**config.mk**
```make
export PLATFORM = sky130hd
export DESIGN_NAME = neighbour_count_engine
export DESIGN_NICKNAME = d
export VERILOG_FILES = /design/src/rtl/board_pkg.sv /design/src/rtl/neighbour_addr_gen.sv /design/src/rtl/neighbour_count_engine.sv
export SDC_FILE = /design/constraint.sdc
export NUM_CORES = 1
export LEC_CHECK = 0
export CAP_MARGIN = 20
export CORE_ASPECT_RATIO = 1.4
export CORE_UTILIZATION = 41
export DETAILED_ROUTE_END_ITERATION = 16
export PLACE_DENSITY = 0.76
export SLEW_MARGIN = 10
export SYNTH_ARGS = -nofsm -noshare
export SYNTH_HDL_FRONTEND = slang
export SYNTH_SLANG_ARGS = --single-unit
```
**constraint.sdc**
```tcl
create_clock -name clk -period 6.48 [get_ports clk]
set_input_delay 0.648 -clock clk [delete_from_list [all_inputs] [get_ports clk]]
set_output_delay 0.648 -clock clk [all_outputs]
set_load 0.01 [all_outputs]
```
**src/rtl/board_pkg.sv**
```systemverilog
// Shared board types and the 3x3 neighbourhood offset table used by the
// mine-count and flood-reveal engines.
package board_pkg;

  localparam int unsigned DEF_MAX_DIM = 16;
  localparam int unsigned DEF_COORD_W = $clog2(DEF_MAX_DIM);
  localparam int unsigned DEF_CNT_W   = 4;

  typedef logic [DEF_COORD_W-1:0] coord_t;
  typedef logic [DEF_CNT_W-1:0]   count_t;

  typedef enum logic [1:0] {
    IDLE = 2'd0,
    SCAN = 2'd1,
    EMIT = 2'd2,
    NEXT = 2'd3
  } state_t;

  typedef struct packed {
    logic signed [1:0] dx;
    logic signed [1:0] dy;
  } offset_t;

  // k walks the 3x3 window row-major: dx = k%3-1, dy = k/3-1
  function automatic offset_t offset_of(input logic [3:0] k);
    offset_t o;
    case (k)
      4'd0, 4'd3, 4'd6: o.dx = 2'sb11;
      4'd1, 4'd4, 4'd7: o.dx = 2'sb00;
      default:          o.dx = 2'sb01;
    endcase
    case (k)
      4'd0, 4'd1, 4'd2: o.dy = 2'sb11;
      4'd3, 4'd4, 4'd5: o.dy = 2'sb00;
      default:          o.dy = 2'sb01;
    endcase
    return o;
  endfunction

endpackage

```
**src/rtl/neighbour_addr_gen.sv**
```systemverilog
// Maps (centre, k, dim) to one neighbour coordinate and flags whether it lies
// on the active board; the centre itself (k = 4) is never in bounds.
module neighbour_addr_gen
  import board_pkg::*;
#(
  parameter int unsigned COORD_W = DEF_COORD_W
) (
  input  logic [COORD_W-1:0] centre_x,
  input  logic [COORD_W-1:0] centre_y,
  input  logic [3:0]         k,
  input  logic [COORD_W:0]   dim,
  output logic [COORD_W-1:0] nb_x,
  output logic [COORD_W-1:0] nb_y,
  output logic               in_bounds
);

  localparam int unsigned SW = COORD_W + 2;

  offset_t              off;
  logic signed [SW-1:0] sx;
  logic signed [SW-1:0] sy;
  logic signed [SW-1:0] sdim;

  // Two guard bits keep -1 and MAX_DIM representable, so no wrap at either edge
  always_comb begin
    off       = offset_of(k);
    sx        = $signed({2'b00, centre_x}) + $signed({{COORD_W{off.dx[1]}}, off.dx});
    sy        = $signed({2'b00, centre_y}) + $signed({{COORD_W{off.dy[1]}}, off.dy});
    sdim      = $signed({1'b0, dim});
    nb_x      = sx[COORD_W-1:0];
    nb_y      = sy[COORD_W-1:0];
    in_bounds = (k != 4'd4) && (k <= 4'd8) &&
                !sx[SW-1] && (sx < sdim) &&
                !sy[SW-1] && (sy < sdim);
  end

endmodule

```
**src/rtl/neighbour_count_engine.sv**
```systemverilog
// Counts mines around one cell or every cell of a square board of run-time
// size, streaming each result out with a one-cycle res_valid strobe.
module neighbour_count_engine
  import board_pkg::*;
#(
  parameter int unsigned MAX_DIM = DEF_MAX_DIM,
  parameter int unsigned COORD_W = $clog2(MAX_DIM),
  parameter int unsigned CNT_W   = DEF_CNT_W
) (
  input  logic                       clk,
  input  logic                       rst_n,
  input  logic                       start,
  input  logic                       sweep,
  input  logic                       abort,
  input  logic [COORD_W:0]           board_dim,
  input  logic [COORD_W-1:0]         cell_x,
  input  logic [COORD_W-1:0]         cell_y,
  input  logic [MAX_DIM*MAX_DIM-1:0] mine_arr,
  output logic                       busy,
  output logic                       res_valid,
  output logic [COORD_W-1:0]         res_x,
  output logic [COORD_W-1:0]         res_y,
  output logic [CNT_W-1:0]           res_count,
  output logic                       res_is_mine,
  output logic                       res_err,
  output logic                       sweep_done
);

  localparam int unsigned CELLS = MAX_DIM * MAX_DIM;
  localparam int unsigned IDX_W = $clog2(CELLS);
  localparam logic [COORD_W:0] DIM_MAX = (COORD_W+1)'(MAX_DIM);

  state_t             state_q, state_d;
  logic [3:0]         k_q, k_d;
  logic [COORD_W-1:0] cx_q, cx_d, cy_q, cy_d;
  logic [COORD_W:0]   dim_q, dim_d;
  logic               sweep_q, sweep_d;
  logic [CNT_W-1:0]   acc_q, acc_d;

  logic               busy_d, valid_d, done_d, mine_d, err_d;
  logic [COORD_W-1:0] rx_d, ry_d;
  logic [CNT_W-1:0]   count_d;

  logic [COORD_W-1:0] nb_x, nb_y;
  logic               in_bounds;
  logic [IDX_W-1:0]   nb_idx, centre_idx;
  logic               hit;
  logic [COORD_W:0]   dim_clamped;
  logic               req_oob;
  logic               x_at_edge, last_cell;

  neighbour_addr_gen #(
    .COORD_W (COORD_W)
  ) u_addr_gen (
    .centre_x  (cx_q),
    .centre_y  (cy_q),
    .k         (k_q),
    .dim       (dim_q),
    .nb_x      (nb_x),
    .nb_y      (nb_y),
    .in_bounds (in_bounds)
  );

  // Bitmap lookups and request qualification
  always_comb begin
    nb_idx      = IDX_W'(nb_y) * IDX_W'(MAX_DIM) + IDX_W'(nb_x);
    centre_idx  = IDX_W'(cy_q) * IDX_W'(MAX_DIM) + IDX_W'(cx_q);
    hit         = in_bounds && mine_arr[nb_idx];
    dim_clamped = (board_dim > DIM_MAX) ? DIM_MAX : board_dim;
    req_oob     = ({1'b0, cell_x} >= dim_clamped) || ({1'b0, cell_y} >= dim_clamped);
    x_at_edge   = ({1'b0, cx_q} == dim_q - (COORD_W+1)'(1));
    last_cell   = x_at_edge && ({1'b0, cy_q} == dim_q - (COORD_W+1)'(1));
  end

  // Next-state and next-output logic; result registers load on entry to EMIT
  always_comb begin
    state_d = state_q;
    k_d     = k_q;
    cx_d    = cx_q;
    cy_d    = cy_q;
    dim_d   = dim_q;
    sweep_d = sweep_q;
    acc_d   = acc_q;
    valid_d = 1'b0;
    done_d  = 1'b0;
    rx_d    = res_x;
    ry_d    = res_y;
    count_d = res_count;
    mine_d  = res_is_mine;
    err_d   = res_err;

    case (state_q)
      IDLE: begin
        if (start && !abort && (board_dim != '0)) begin
          dim_d   = dim_clamped;
          sweep_d = sweep;
          k_d     = 4'd0;
          acc_d   = '0;
          if (sweep) begin
            cx_d    = '0;
            cy_d    = '0;
            state_d = SCAN;
          end else begin
            cx_d = cell_x;
            cy_d = cell_y;
            if (req_oob) begin
              state_d = EMIT;
              valid_d = 1'b1;
              rx_d    = cell_x;
              ry_d    = cell_y;
              count_d = '0;
              mine_d  = 1'b0;
              err_d   = 1'b1;
            end else begin
              state_d = SCAN;
            end
          end
        end
      end

      SCAN: begin
        if (abort) begin
          state_d = IDLE;
        end else begin
          acc_d = acc_q + CNT_W'(hit);
          k_d   = k_q + 4'd1;
          if (k_q == 4'd8) begin
            state_d = EMIT;
            valid_d = 1'b1;
            rx_d    = cx_q;
            ry_d    = cy_q;
            count_d = acc_q + CNT_W'(hit);
            mine_d  = mine_arr[centre_idx];
            err_d   = 1'b0;
            done_d  = sweep_q && last_cell;
          end
        end
      end

      EMIT: begin
        if (abort || !sweep_q || last_cell) begin
          state_d = IDLE;
        end else begin
          state_d = NEXT;
        end
      end

      NEXT: begin
        if (abort) begin
          state_d = IDLE;
        end else begin
          state_d = SCAN;
          k_d     = 4'd0;
          acc_d   = '0;
          if (x_at_edge) begin
            cx_d = '0;
            cy_d = cy_q + COORD_W'(1);
          end else begin
            cx_d = cx_q + COORD_W'(1);
          end
        end
      end

      default: state_d = IDLE;
    endcase

    busy_d = (state_d != IDLE);
  end

  always_ff @(posedge clk or negedge rst_n) begin
    if (!rst_n) begin
      state_q     <= IDLE;
      k_q         <= '0;
      cx_q        <= '0;
      cy_q        <= '0;
      dim_q       <= '0;
      sweep_q     <= 1'b0;
      acc_q       <= '0;
      busy        <= 1'b0;
      res_valid   <= 1'b0;
      res_x       <= '0;
      res_y       <= '0;
      res_count   <= '0;
      res_is_mine <= 1'b0;
      res_err     <= 1'b0;
      sweep_done  <= 1'b0;
    end else begin
      state_q     <= state_d;
      k_q         <= k_d;
      cx_q        <= cx_d;
      cy_q        <= cy_d;
      dim_q       <= dim_d;
      sweep_q     <= sweep_d;
      acc_q       <= acc_d;
      busy        <= busy_d;
      res_valid   <= valid_d;
      res_x       <= rx_d;
      res_y       <= ry_d;
      res_count   <= count_d;
      res_is_mine <= mine_d;
      res_err     <= err_d;
      sweep_done  <= done_d;
    end
  end

endmodule

```
==> summary.md, run 1 <==
| Metric | Value |
|---|---|
| Status | `finished clean` |
| Clock Skew | `0.00740 ns` |
| Clk sink count | `41` |
| Max Fclk | `about 170 MHz` |
| Startpoint Class | `flip-flop` |
| Syn avg cell area | `about 11 um2` |
| Tmin final | `5.85 ns` |
| Leading area contributor after synthesis | `mux4_2` |
| Max capacitance violation total | `0` |
| Count leader, synth | `mux4_2` |
| Critical path arrival | `6.03 ns` |
| Initial antenna violation count | `0` |
| Wire length on met2 | `about 15 mm` |
| Overall die height | `about 160 um` |
| Most Frequent Cell on Critical Path | `ha_1` |
| WL met1 | `around 9.5 mm` |
| Postcts setup bufs | `0` |
| Crit. Startpoint | `k_q[0]` |
| DR vias/cell | `~6.4` |
| Overflow after GRT | `0` |
| Power Density | `slightly below 600 mW/mm2` |
| Number of synthesized register bits | `between 40 and 50` |
| Gr usage total | `0.314` |
| Final std cells w/o fill | `~1200` |
| TNS Setup | `0 ns` |
| H-tree levels | `2` |
| Fin crit share | `0.903` |
| Gpl congestion | `approximately 0.93` |
| Top_reg_cell synth | `dfrtp_1` |
| I/O Pins | `between 200 and 300` |
| CTS Root Cell | `clkbuf_16` |
| Hpwl dp | `22.4 mm` |
| Die width | `between 100 and 150 um` |
| DRC errors left | `0` |
| Post-synth top cells | `mux4_2, nand2_1, dfrtp_1` |
| First-pass GRT wire length | `around 44 mm` |
| Drt pass-1 iters | `5` |
| Layout cell share with drive strength beyond 1 | `0.170` |
| Max stage delay on crit path | `between 0.8 and 0.9 ns` |
| # port buffers | `290` |
| VDD IR max | `0.423 mV` |
| R2R depth | `15` |
| Cell variety after synth | `64` |
| LEAKAGE | `0.00386 uW` |
| Maximum fanout along the worst path | `49` |
| CP endpoint | `res_count[2]` |
| Number of global-route vias before repair | `about 8000` |
| Worst-path clk slew | `around 0.06 ns` |
| # resized after CTS | `0` |
| Setup CP Type | `reg2reg` |
| Final nets | `between 1000 and 1500` |
| WL met3 | `around 2.2 mm` |
| Synth-to-Final Area Change | `44.4%` |
| Setup-failing EPs final | `0` |
| Rel. slew slack | `0.373` |
| Crit Reg-Reg Endpoint | `res_count[2]` |
| Worst-Skew Late Latency | `about 0.28 ns` |
| Initial core utilization | `0.419` |
| DP Cell Count | `between 1000 and 1500` |
| Yosys warns | `0` |
| Vias | `roughly 7500` |
| Final Power | `around 6100 uW` |
| WL final | `between 20 and 30 mm` |
| Crit end category | `flip-flop` |
| Wire per inst | `between 20 and 25 um` |
| Clock Path Buffers | `2` |
| Largest net degree at the start of global routing | `between 60 and 70` |
| Reg-to-reg startpoint | `k_q[0]` |
| Ranking of synthesized cells by area | `mux4_2, dfrtp_1, mux4_1, ha_1, nand2_1` |
| Worst Hold Class | `reg2reg` |
| CTS buffer count | `5` |
| Die Area | `0.0183 mm2` |
| Proportion of netlist area held by the largest area contributor | `0.360` |
| Post-DRT Antenna Nets | `0` |
| Unrepaired setup endpoints after global routing | `no` |
| CP required | `6.66 ns` |
| Core area | `0.0173 mm2` |
| Hold Violations, Final | `0` |
| Cell Chain, Critical Path | `inv_1, ha_1, or4b_2, a21o_1, ha_4, mux4_1, mux4_2, nor2b_1, a2111oi_0, a41oi_1, a31o_1, ha_1, ha_1, xnor2_1, o31ai_1` |
| # hold bufs at CTS | `0` |
| Worst slew pin tran | `a little over 0.9 ns` |
| Net Count, Synth | `~990` |
| Seq/Total Area, Yosys | `0.141` |
| R2R Setup Slk | `~0.63 ns` |
| # rows | `57` |
| Mapped cell area | `0.00726 mm2` |
| Cells after Synth | `between 600 and 700` |
| DR iter-0 viols | `620` |
| Slew Viols, Final | `0` |
| FFs w/ async S/R, synth | `1.00` |
| Fillers | `1479` |
| Post-synth EDFFs | `0` |
| Max Used Layer | `met4` |
| CTS tree | `built` |
| Slowest-stage cell, CP | `ha_4` |
[cell families after synthesis]
kind of cell    count (synthesis)  share of synthesized area
compound gates                138                      0.124
xor+xnor                       19                     0.0255
fa+ha+maj                      37                     0.0658
buf+inv                        84                     0.0536
flops                          41                      0.141
mux                           159                      0.458
simple gates                  198                      0.132
[registers in the layout, summed over array words and instances (netlist names), 2 cells and up]
signal	cells
state_q	2
dim_q	5
res_y	4
k_q	4
cx_q	4
cy_q	4
res_count	4
res_x	4
acc_q	4
[final cells by class]
cell class	count	area, um2	area share
timing repair buffer	302	3000	0.286
antenna	1	2.50	0.000239
sequential	41	1030	0.0983
clock inverter	1	30.0	0.00286
tap	236	295	0.0282
clock buffer	7	143	0.0136
multi-input combinational	551	5870	0.560
inverter	30	115	0.0110
[routing by layer]
| metal | vias to the layer above | track usage |
|---|---|---|
| li1 | 3243 | - |
| met2 | 482 | 0.569 |
| met4 | 0 | 0.143 |
| met1 | 3651 | 0.365 |
| met3 | 90 | 0.0396 |
| met5 | - | 0 |
[worst max-delay path, delay by kind of cell, from the launching register on]
| family | cells | cell delay (ns) |
|---|---|---|
| buffers and inverters | 1 | 0.09 |
| xor gates and xnor gates | 1 | 0.13 |
| adders and majority gates | 4 | 1.60 |
| and+or+nand+nor | 2 | 0.82 |
| muxes | 2 | 1.11 |
| AOI/OAI and AO/OA | 5 | 1.54 |
| DFF | 1 | 0.43 |
[worst min-delay path by stage]
stage,cells after the start,startpoint,to
floorplan,0,rst_n,acc_q[0]
global placement,2,res_y[0],res_y[0]
detailed placement,2,res_count[3],res_count[3]
CTS,2,res_count[3],res_count[3]
global route,2,res_x[0],res_x[0]
finish,2,res_x[0],res_x[0]
[layout by cell type (no fill, tap or decap), types with 5 or more instances in the layout]
| master | count |
|---|---|
| clkbuf_16 | 5 |
| nor2_1 | 39 |
| mux2_2 | 8 |
| nand3_1 | 10 |
| nand4_1 | 6 |
| mux2i_1 | 18 |
| inv_1 | 26 |
| ha_1 | 34 |
| clkdlybuf4s50_1 | 289 |
| xor2_1 | 7 |
| dfrtp_1 | 39 |
| a2111oi_0 | 5 |
| buf_4 | 11 |
| xnor2_1 | 10 |
| nand2b_1 | 19 |
| o31ai_1 | 7 |
| mux4_2 | 116 |
| a22oi_1 | 9 |
| o21ai_0 | 35 |
| a31oi_1 | 9 |
| a21oi_1 | 28 |
| mux4_1 | 17 |
| nor3_1 | 21 |
| nor2b_1 | 12 |
| nand2_1 | 69 |
[per-stage QoR]
step           hold slack, ns  cell area, um2   util  worst slack, ns
2_1_floorplan           0.352            7260      -             1.47
3_3_place_gp            0.460           10300  0.595            0.790
3_5_place_dp            0.470           10300  0.595            0.675
4_1_cts                 0.483           10500  0.605            0.660
5_1_grt                 0.491           10500  0.605            0.299
6_report                0.474           10500  0.605            0.627
[report_power, final]
group          internal, uW  switching, uW  leakage (uW)  total [uW]
clock network           192           99.4     0.0000841         292
logic                  2600           2720       0.00325        5320
registers               331            136      0.000531         467
total                  3120           2950       0.00386        6080
(Power assumes the default switching activity.)
==> run 2, diff against run 1 <==
- CAP_MARGIN: 20 -> 40
==> run 2 against run 1 <==
  * Non-clock buffer count rose by 4
  * Highest routed layer unchanged
  * Worst setup slack improved by 0.12 ns
  * Critical endpoint unchanged
  * Sequential cell count did not move
  * Register-to-register slack improved by 0.12 ns
  * Clock-buffer cell count fell by 2
  * Final cell count rose by 0.26%
  * Total power fell by 0.56%
  * Sequential power barely moved
  * Critical path depth rose by 3
  * Combinational power barely moved
==> summary.md, run 2 (synthesized netlist as in run 1, its figures left out) <==
| Metric | Value |
|---|---|
| Setup CP Type | `reg2reg` |
| Gpl congestion | `around 0.93` |
| Max capacitance violation total | `0` |
| Worst Hold Class | `in2async` |
| First-pass GRT wire length | `42.8 mm` |
| Setup-failing EPs final | `0` |
| Startpoint Class | `flip-flop` |
| Worst-Skew Late Latency | `roughly 0.29 ns` |
| Slew Viols, Final | `0` |
| # resized after CTS | `0` |
| Status | `finished clean` |
| DRC errors left | `0` |
| Die width | `around 110 um` |
| Layout cell share with drive strength beyond 1 | `0.174` |
| Power Internal | `slightly above 3000 uW` |
| Clock Path Buffers | `2` |
| Initial antenna violation count | `0` |
| DR iter-0 viols | `around 650` |
| Worst slew pin tran | `approximately 0.94 ns` |
| Logic pwr share | `0.883` |
| Most frequent cells in the layout | `clkdlybuf4s50_1, mux4_2, nand2_1, nor2_1, dfrtp_1` |
| Clk sink count | `41` |
| I/O Pins | `291` |
| Initial core utilization | `0.419` |
| Wire per inst | `roughly 24 um` |
| Maximum fanout along the worst path | `16` |
| Hold Violations, Final | `0` |
| CP required | `around 6.7 ns` |
| Postcts setup bufs | `0` |
| Die Area | `about 0.018 mm2` |
| Drt pass-1 iters | `5` |
| Max Fclk | `approximately 170 MHz` |
| Clock share of power | `0.040` |
| Power Density | `573 mW/mm2` |
| Largest net degree at the start of global routing | `between 60 and 70` |
| WL final | `27.8 mm` |
| Number of global-route vias before repair | `roughly 7800` |
| CTS Root Cell | `clkbuf_16` |
| Slack of the critical path | `0.743 ns` |
| Overflow after GRT | `0` |
| Flop pwr share | `0.077` |
| # port buffers | `290` |
| # hold bufs at CTS | `0` |
| Final nets | `about 1200` |
| Fillers | `roughly 1400` |
| VDD IR max | `roughly 0.45 mV` |
| CTS buffer count | `5` |
| H-tree levels | `2` |
| Core area | `roughly 0.017 mm2` |
| Vias | `approximately 7500` |
| Dpl ws | `slightly above 0.6 ns` |
| Unrepaired setup endpoints after global routing | `no` |
| Most flops, register | `dim_q` |
| Fin crit share | `0.885` |
| N_diodes | `0` |
| Hpwl dp | `~22 mm` |
| DR vias/cell | `about 6.4` |
| Post-DRT Antenna Nets | `0` |
| Max reg flops | `5` |
| Overall die height | `roughly 160 um` |
| Sw frac | `0.486` |
| CTS tree | `built` |
| Net Sw Power | `slightly below 3000 uW` |
| Tmin final | `between 5 and 6 ns` |
| Gr usage total | `0.309` |
| TNS Setup | `0 ns` |
| Rel. slew slack | `0.360` |
| # rows | `between 50 and 60` |
| Clock Skew | `just over 0.01 ns` |
| Worst-path clk slew | `approximately 0.060 ns` |
| Critical path arrival | `slightly below 6 ns` |
| Crit end category | `flip-flop` |
| LEAKAGE | `0.00389 uW` |
| Leading cell type in the layout, fill and taps excluded | `clkdlybuf4s50_1` |
| Synth-to-Final Area Change | `45.1%` |
-- run 2: cell types whose count changed in the layout (fill, tap and decap cells not counted), sizes merged --
| cell | previous run | this run |
|---|---|---|
| clkinvlp | 0 | 1 |
| clkinv | 1 | 3 |
| bufinv | 1 | 0 |
| clkbuf | 7 | 5 |
| diode | 1 | 0 |
| buf | 13 | 17 |
-- run 2: worst max-delay path, stage by stage, from the launching register on --
cell	delay (ns)
dfrtp_1	0.43
inv_1	0.10
ha_1	0.31
or4b_2	0.71
a21o_1	0.23
ha_4	0.16
a21o_1	0.18
a21oi_2	0.26
xnor2_4	0.25
inv_4	0.31
mux4_2	0.53
nor2b_1	0.14
a2111oi_0	0.85
a41oi_1	0.09
a31o_1	0.26
ha_1	0.21
ha_1	0.22
xnor2_1	0.13
o31ai_1	0.23
-- run 2: routing by layer --
layer / wire length, um / share of wire / global-route usage / vias to the layer above
met5: 0 / 0 / 0 / -
met4: 1530 / 0.055 / 0.143 / 0
met2: 14500 / 0.52 / 0.556 / 517
li1: - / - / - / 3256
met1: 9360 / 0.34 / 0.355 / 3652
met3: 2340 / 0.084 / 0.0457 / 103
-- run 2: power by group through the flow --
stage                     Combinational, uW  Sequential (uW)  Clock [uW]
final                                  5330              466         244
after global routing                   5690              482         254
after CTS                              5280              467         244
after global placement                 5150              467           0
after detailed placement               5260              469           0
after floorplan                        3970              402           0
-- run 2: cell type report --
class,instances,area (um2),share of cell area
multi-input combinational,551,5870,0.557
timing repair buffer,306,3080,0.293
sequential,41,1030,0.0978
tap,236,295,0.0280
clock buffer,5,125,0.0119
inverter,30,115,0.0109
clock inverter,3,17.5,0.00166
-- run 2: worst paths after layout --
check	start	to	slack, ns	depth (start not counted)
setup / recovery	k_q[0]	res_count[2]	0.74	18
hold / removal	rst_n	k_q[3]	0.20	1
min in group clk	res_x[0]	res_x[0]	0.48	2
setup reg to reg	k_q[0]	res_count[2]	0.74	18
hold reg to reg	res_x[0]	res_x[0]	0.48	2
max in group asynchronous	rst_n	cx_q[0]	5.84	2
-- run 2: through the flow --
stage          std cells  instance area (um2)  utilization  total power, uW  hold WS [ns]
6_report            1172                10500        0.608             6040         0.197
5_1_grt             1172                10500        0.608             6430         0.207
4_1_cts             1171                10500        0.607             5990         0.201
3_5_place_dp        1163                10400        0.598             5730         0.470
3_3_place_gp        1159                10300        0.595             5620         0.460
2_1_floorplan        676                 7260            -             4370         0.352
